## src/rtl/pc_sequencer.sv

```systemverilog
// Registered program-counter sequencer: BOOT/RUN control, sequential increment, redirect with
// alignment trap, and fetch counter. Define PC_RVC_EN for 16-bit compressed-instruction support.
module pc_sequencer #(
   parameter int unsigned     XLEN         = 32,
   parameter logic [XLEN-1:0] RESET_VECTOR = XLEN'(32'h0000_0000),
   parameter logic [XLEN-1:0] TRAP_VECTOR  = XLEN'(32'h0000_0100),
   parameter int unsigned     CNT_W        = 32
) (
   input  logic             clk,
   input  logic             reset,
   input  logic             stall,
   input  logic             redirect,
   input  logic [XLEN-1:0]  redirect_target,
   input  logic             is_compressed,
   output logic [XLEN-1:0]  PC,
   output logic [XLEN-1:0]  PCPlusN,
   output logic             misaligned,
   output logic [CNT_W-1:0] fetch_count
);

   typedef enum logic [0:0] {
      ST_BOOT = 1'b0,
      ST_RUN  = 1'b1
   } state_t;

   state_t            state_q, state_d;
   logic [XLEN-1:0]   pc_q, pc_d;
   logic              misaligned_q, misaligned_d;
   logic [CNT_W-1:0]  fetch_count_q, fetch_count_d;
   logic [XLEN-1:0]   inc_s;

   // A target is legal only on an instruction boundary of the narrowest supported encoding.
   function automatic logic target_misaligned(input logic [XLEN-1:0] target);
`ifdef PC_RVC_EN
      return target[0];
`else
      return |target[1:0];
`endif
   endfunction

   // Sequential increment size for the instruction at the current PC.
   always_comb begin
`ifdef PC_RVC_EN
      if (is_compressed) begin
         inc_s = XLEN'(3'd2);
      end else begin
         inc_s = XLEN'(3'd4);
      end
`else
      inc_s = XLEN'(3'd4);
`endif
   end

   assign PCPlusN = pc_q + inc_s;

   // Next-state logic: stall beats redirect beats sequential advance; BOOT is one idle cycle.
   always_comb begin
      state_d       = state_q;
      pc_d          = pc_q;
      misaligned_d  = 1'b0;
      fetch_count_d = fetch_count_q;
      case (state_q)
         ST_BOOT: begin
            state_d = ST_RUN;
         end
         ST_RUN: begin
            if (stall) begin
               pc_d = pc_q;
            end else if (redirect) begin
               fetch_count_d = fetch_count_q + CNT_W'(1'b1);
               if (target_misaligned(redirect_target)) begin
                  pc_d         = TRAP_VECTOR;
                  misaligned_d = 1'b1;
               end else begin
                  pc_d = redirect_target;
               end
            end else begin
               pc_d          = PCPlusN;
               fetch_count_d = fetch_count_q + CNT_W'(1'b1);
            end
         end
         default: begin
            state_d = ST_BOOT;
         end
      endcase
   end

   // State registers with synchronous reset.
   always_ff @(posedge clk) begin
      if (reset) begin
         state_q       <= ST_BOOT;
         pc_q          <= RESET_VECTOR;
         misaligned_q  <= 1'b0;
         fetch_count_q <= '0;
      end else begin
         state_q       <= state_d;
         pc_q          <= pc_d;
         misaligned_q  <= misaligned_d;
         fetch_count_q <= fetch_count_d;
      end
   end

   assign PC          = pc_q;
   assign misaligned  = misaligned_q;
   assign fetch_count = fetch_count_q;

endmodule

```

## config.mk

```make
export PLATFORM = sky130hd
export DESIGN_NAME = pc_sequencer
export DESIGN_NICKNAME = d
export VERILOG_FILES = /design/src/rtl/pc_sequencer.sv
export SDC_FILE = /design/constraint.sdc
export NUM_CORES = 1
export LEC_CHECK = 0
export CAP_MARGIN = 25
export CORE_MARGIN = 2
export CORE_UTILIZATION = 41
export DETAILED_ROUTE_END_ITERATION = 7
export PLACE_DENSITY = 0.84
export RECOVER_POWER = 25
export SYNTH_ARGS = -nofsm -noshare
export SYNTH_HDL_FRONTEND = slang
export SYNTH_SLANG_ARGS = --single-unit
```

## constraint.sdc

```tcl
create_clock -name clk -period 1.8 [get_ports clk]
set_input_delay 0.36 -clock clk [delete_from_list [all_inputs] [get_ports clk]]
set_output_delay 0.36 -clock clk [all_outputs]
set_load 0.05 [all_outputs]
```

# After elaboration in Yosys (flattened, before gate mapping)
# Index checks and enable logic that the tools add are counted.
dict set report op_classes {
  n_addsub 2
  reduce_logical 3
  mux 4
  bitwise 3
}
# operator n
set ops {}
lappend ops {{two-way mux 32 bit} 2}
lappend ops {{adder 32 x 1 -> 32 bit (second input constant)} 1}
lappend ops {{adder 32 x 3 -> 32 bit (second input constant)} 1}
lappend ops {{OR reduction 4 bit} 1}
lappend ops {{inverter 1 bit} 3}
lappend ops {{two-way mux 1 bit} 2}
lappend ops {{AND reduction 2 bit} 1}
lappend ops {{OR reduction 2 bit} 1}
dict set report word_totals {
  output_inout_bits 97
  elab_cells 16
  ff_bits 66
  in_bits 37
}

# Logic depth before layout (Yosys ltp)
dict set report depth {
  word_depth 3
  depth_mapped 8
  mapped_depth_nobuf 6
}

# Least setup slack after synthesis
# Ideal clock, no wire load.
dict set report synth_path {
  path_kind {register to output}
  from {reg pc_q[3], in the netlist PC[3]}
  to {out PCPlusN[24]}
  path_buffers 1
  path_slack_ns -1.243
  arrival_ns 2.683
  path_stages_with_launch 7
  cell_sequence {dfxtp_1 ha_1 nand3_1 nor3_2 buf_2 nand4_1 xnor2_1}
}
dict set report synth_between {
  elab_chain_len 1
}
# item line
set synth_lines {}
lappend synth_lines {{from (decl)} 27} ;# logic [XLEN-1:0] pc_q, pc_d;
lappend synth_lines {{from (signal assigned)} 97} ;# pc_q <= pc_d;
lappend synth_lines {{adder 32 x 3 -> 32 bit} 54} ;# assign PCPlusN = pc_q + inc_s;
lappend synth_lines {{to (decl)} 16} ;# output logic [XLEN-1:0] PCPlusN,
# Every way passes these cells.

# Final worst setup path
dict set report layout_path {
  from {reg pc_q[6], in the netlist PC[6]}
  to {out PCPlusN[14]}
}
# The elaborated chain is that of the path after synthesis.

==> flow_metrics.tcl <==
set metrics [dict create \
    grt_pass1_vias 4713 \
    netlist.area_leader.share_pct 34.7 \
    num_vias 4787 \
    die_area_sq_um 10100 \
    clock_latency_ns 0.36 \
    io_pins 134 \
    final_cell_area_sq_um 7300 \
    syn_nets 518 \
    synth_area_leaders "dfxtp_1 35%, xnor2_1 7.6%, nor2_1 5.2%" \
    place_inst 777 \
    drv_slew 0 \
    antenna_found_initial 0 \
    synth-seq-cells 66 \
    slew_headroom_pct 55.2 \
    power_density_nw_per_um2 482 \
    cp_max_fo 5 \
    final_cells 824 \
    totalPowerFinal_mw 3.52 \
    drive_gt1_share_pct 46.6 \
    ys.flop_type "dfxtp_1" \
    numPortBuffers 132 \
    timing.reg2reg.setup_slack_ns -0.18 \
    drt_first_pass_iters 5 \
    arrival_ns 2.07 \
    synth_edf_count 0 \
    rsz0062_at_grt "true" \
    rows 35 \
    critPathCaptureType "output pin" \
    hold_violations 0 \
    ctsHoldBuffers 0 \
    fin_skew_ns 0.0105 \
    root_buffer "clkbuf_8" \
    ant_nets 0 \
    die_h_microns 100 \
    grt_max_degree 58 \
    synth.avg_cell_area_sq_um 7.96 \
    seq_area_frac_synth_pct 34.7 \
    async_flop_share_pct 0 \
    final_common_cell "buf_4" \
    initial_core_util_pct 41.9 \
    worst_pin_slew_ns 0.675 \
    clk_path_buf_depth 2 \
    fin_crit_sh_pct 135 \
    ys_warn_count 0 \
    finalWirelength_microns 15300 \
    post_drt_wl_per_cell_microns 18.6 \
    hp-class "reg2reg" \
    grt_pass1_wl_microns 23700 \
    vias_per_cell 5.81 \
    die_w_microns 100 \
    start_kind "flop" \
    timing.final.ws_setup_ns -0.633 \
    dpl_cell_area_sq_um 6560 \
    area_growth_pct 91.5 \
    p_leak_nw 2.96 \
    drv_cap 0 \
    drc 0 \
    netlist-cell-type-count 51 \
    antenna_cells 0 \
    place_hpwl_microns 9990 \
    netlist_instances 479 \
    layout_min_cycle_time_ns 2.43 \
    outcome "finished with violations" \
    max_clock_freq_mhz 411 \
    setup_viol_count_final 40 \
    irDropWorstVdd_mv 0.544 \
    violations "negative setup slack" \
    clock_sinks 66 \
    cts_buffers 9 \
    core-area_sq_um 9110 \
    worstPathRequired_ns 1.44 \
    hold_slack_ns 0.494 \
    final_cell_mix "131 x buf_4, 46 x nor2_1, 36 x nand2_1" \
    drtIter0Drc 333 \
    htree_levels 3 \
    clk_pin_slew_ns 0.08 \
    syn_area_sq_um 3810 \
    layout.nets 747 \
    gp_congestion 0.997 \
    cts_tree "yes" \
    crit_type "reg2out" \
    grt_overflow_total 0 \
    yosys.area.top_type "dfxtp_1" \
    grt_util_all_layers_pct 29.4 \
]
==> final timing paths <==
path | start | to | cells past startpoint
max | PC[6]$_SDFFE_PP0P_ | PCPlusN[14] | 6
min | PC[1]$_SDFFE_PP0P_ | PC[1]$_SDFFE_PP0P_ | 1
max reg2reg | PC[6]$_SDFFE_PP0P_ | PC[18]$_SDFFE_PP0P_ | 6
min reg2reg | PC[1]$_SDFFE_PP0P_ | PC[1]$_SDFFE_PP0P_ | 1
==> worst max-delay path, cell delays in order (launching register included) <==
cell and delay (ns):
dfxtp_4 0.37, nand4_4 0.16, buf_4 0.20, or3_1 0.45, buf_4 0.20, xnor2_4 0.17, buf_12 0.16
==> cells in the mapped netlist (6+ instances only) <==
cell type and count:
a21oi_1 23, a22oi_1 8, a31oi_1 9, a32o_1 6, and3_1 10, buf_2 8
clkbuf_1 22, dfxtp_1 66, inv_1 14, nand2_1 42, nand3_1 24, nand4_1 11
nor2_1 53, nor3_1 20, o21ai_0 27, or3_1 8, xnor2_1 33, xor2_1 19
==> metal layers <==
layer  GRT usage (%)  vias up  share of wire, %
li1                -     2160                 -
met1            34.8     2299                38
met2            51.7      284                51
met3            5.85       44               8.1
met4            12.2        0               3.4
met5               0        -                 0
==> sequential cells by signal (all words and copies together) (netlist names) <==
signal and flops:
fetch_count 32, PC 32, misaligned 1, state_q 1
==> power by group <==
part	switching, mW	leakage [nW]	total [mW]	internal, mW
Clock	0.647	0.113	1.38	0.736
Combinational	0.366	2.29	0.659	0.293
Sequential	0.0222	0.563	1.48	1.46
Total	1.04	2.96	3.52	2.49
==> area by class of cell <==
type                    instances  area, sq um
clock buffers                  10          149
clock inverters                 6         71.3
fillers                       536         1810
inverters                      14         55.1
multi-input cells             363         3050
flip-flops and latches         66         1440
well taps                     111          139
repair buffers                254         2400
==> through the flow <==
stage	TNS [ns]	utilization, %	setup slack [ns]
floorplan	-6.48	-	-0.448
global placement	-3.39	72.0	-0.256
detailed placement	-5.74	72.0	-0.281
CTS	-10.90	78.7	-0.578
global route	-15.95	80.2	-0.701
finish	-12.68	80.2	-0.633
==> cell families after synthesis <==
| kind of cell | share of synthesized area, % |
|---|---|
| and+or+nand+nor | 28.1 |
| AOI/OAI and AO/OA | 17.4 |
| DFF | 34.7 |
| xor gates and xnor gates | 11.9 |
| buffers and inverters | 5.97 |
| muxes | 1.31 |
| adders and majority gates | 0.656 |
==> timing repair <==
| action | in CTS | in global routing |
|---|---|---|
| pin swaps | 33 | 33 |
| setup buffers | 17 | 19 |
| endpoints found under the setup margin | 31 | 45 |
| gates resized for setup | 54 | 36 |
(Power assumes the default switching activity.)
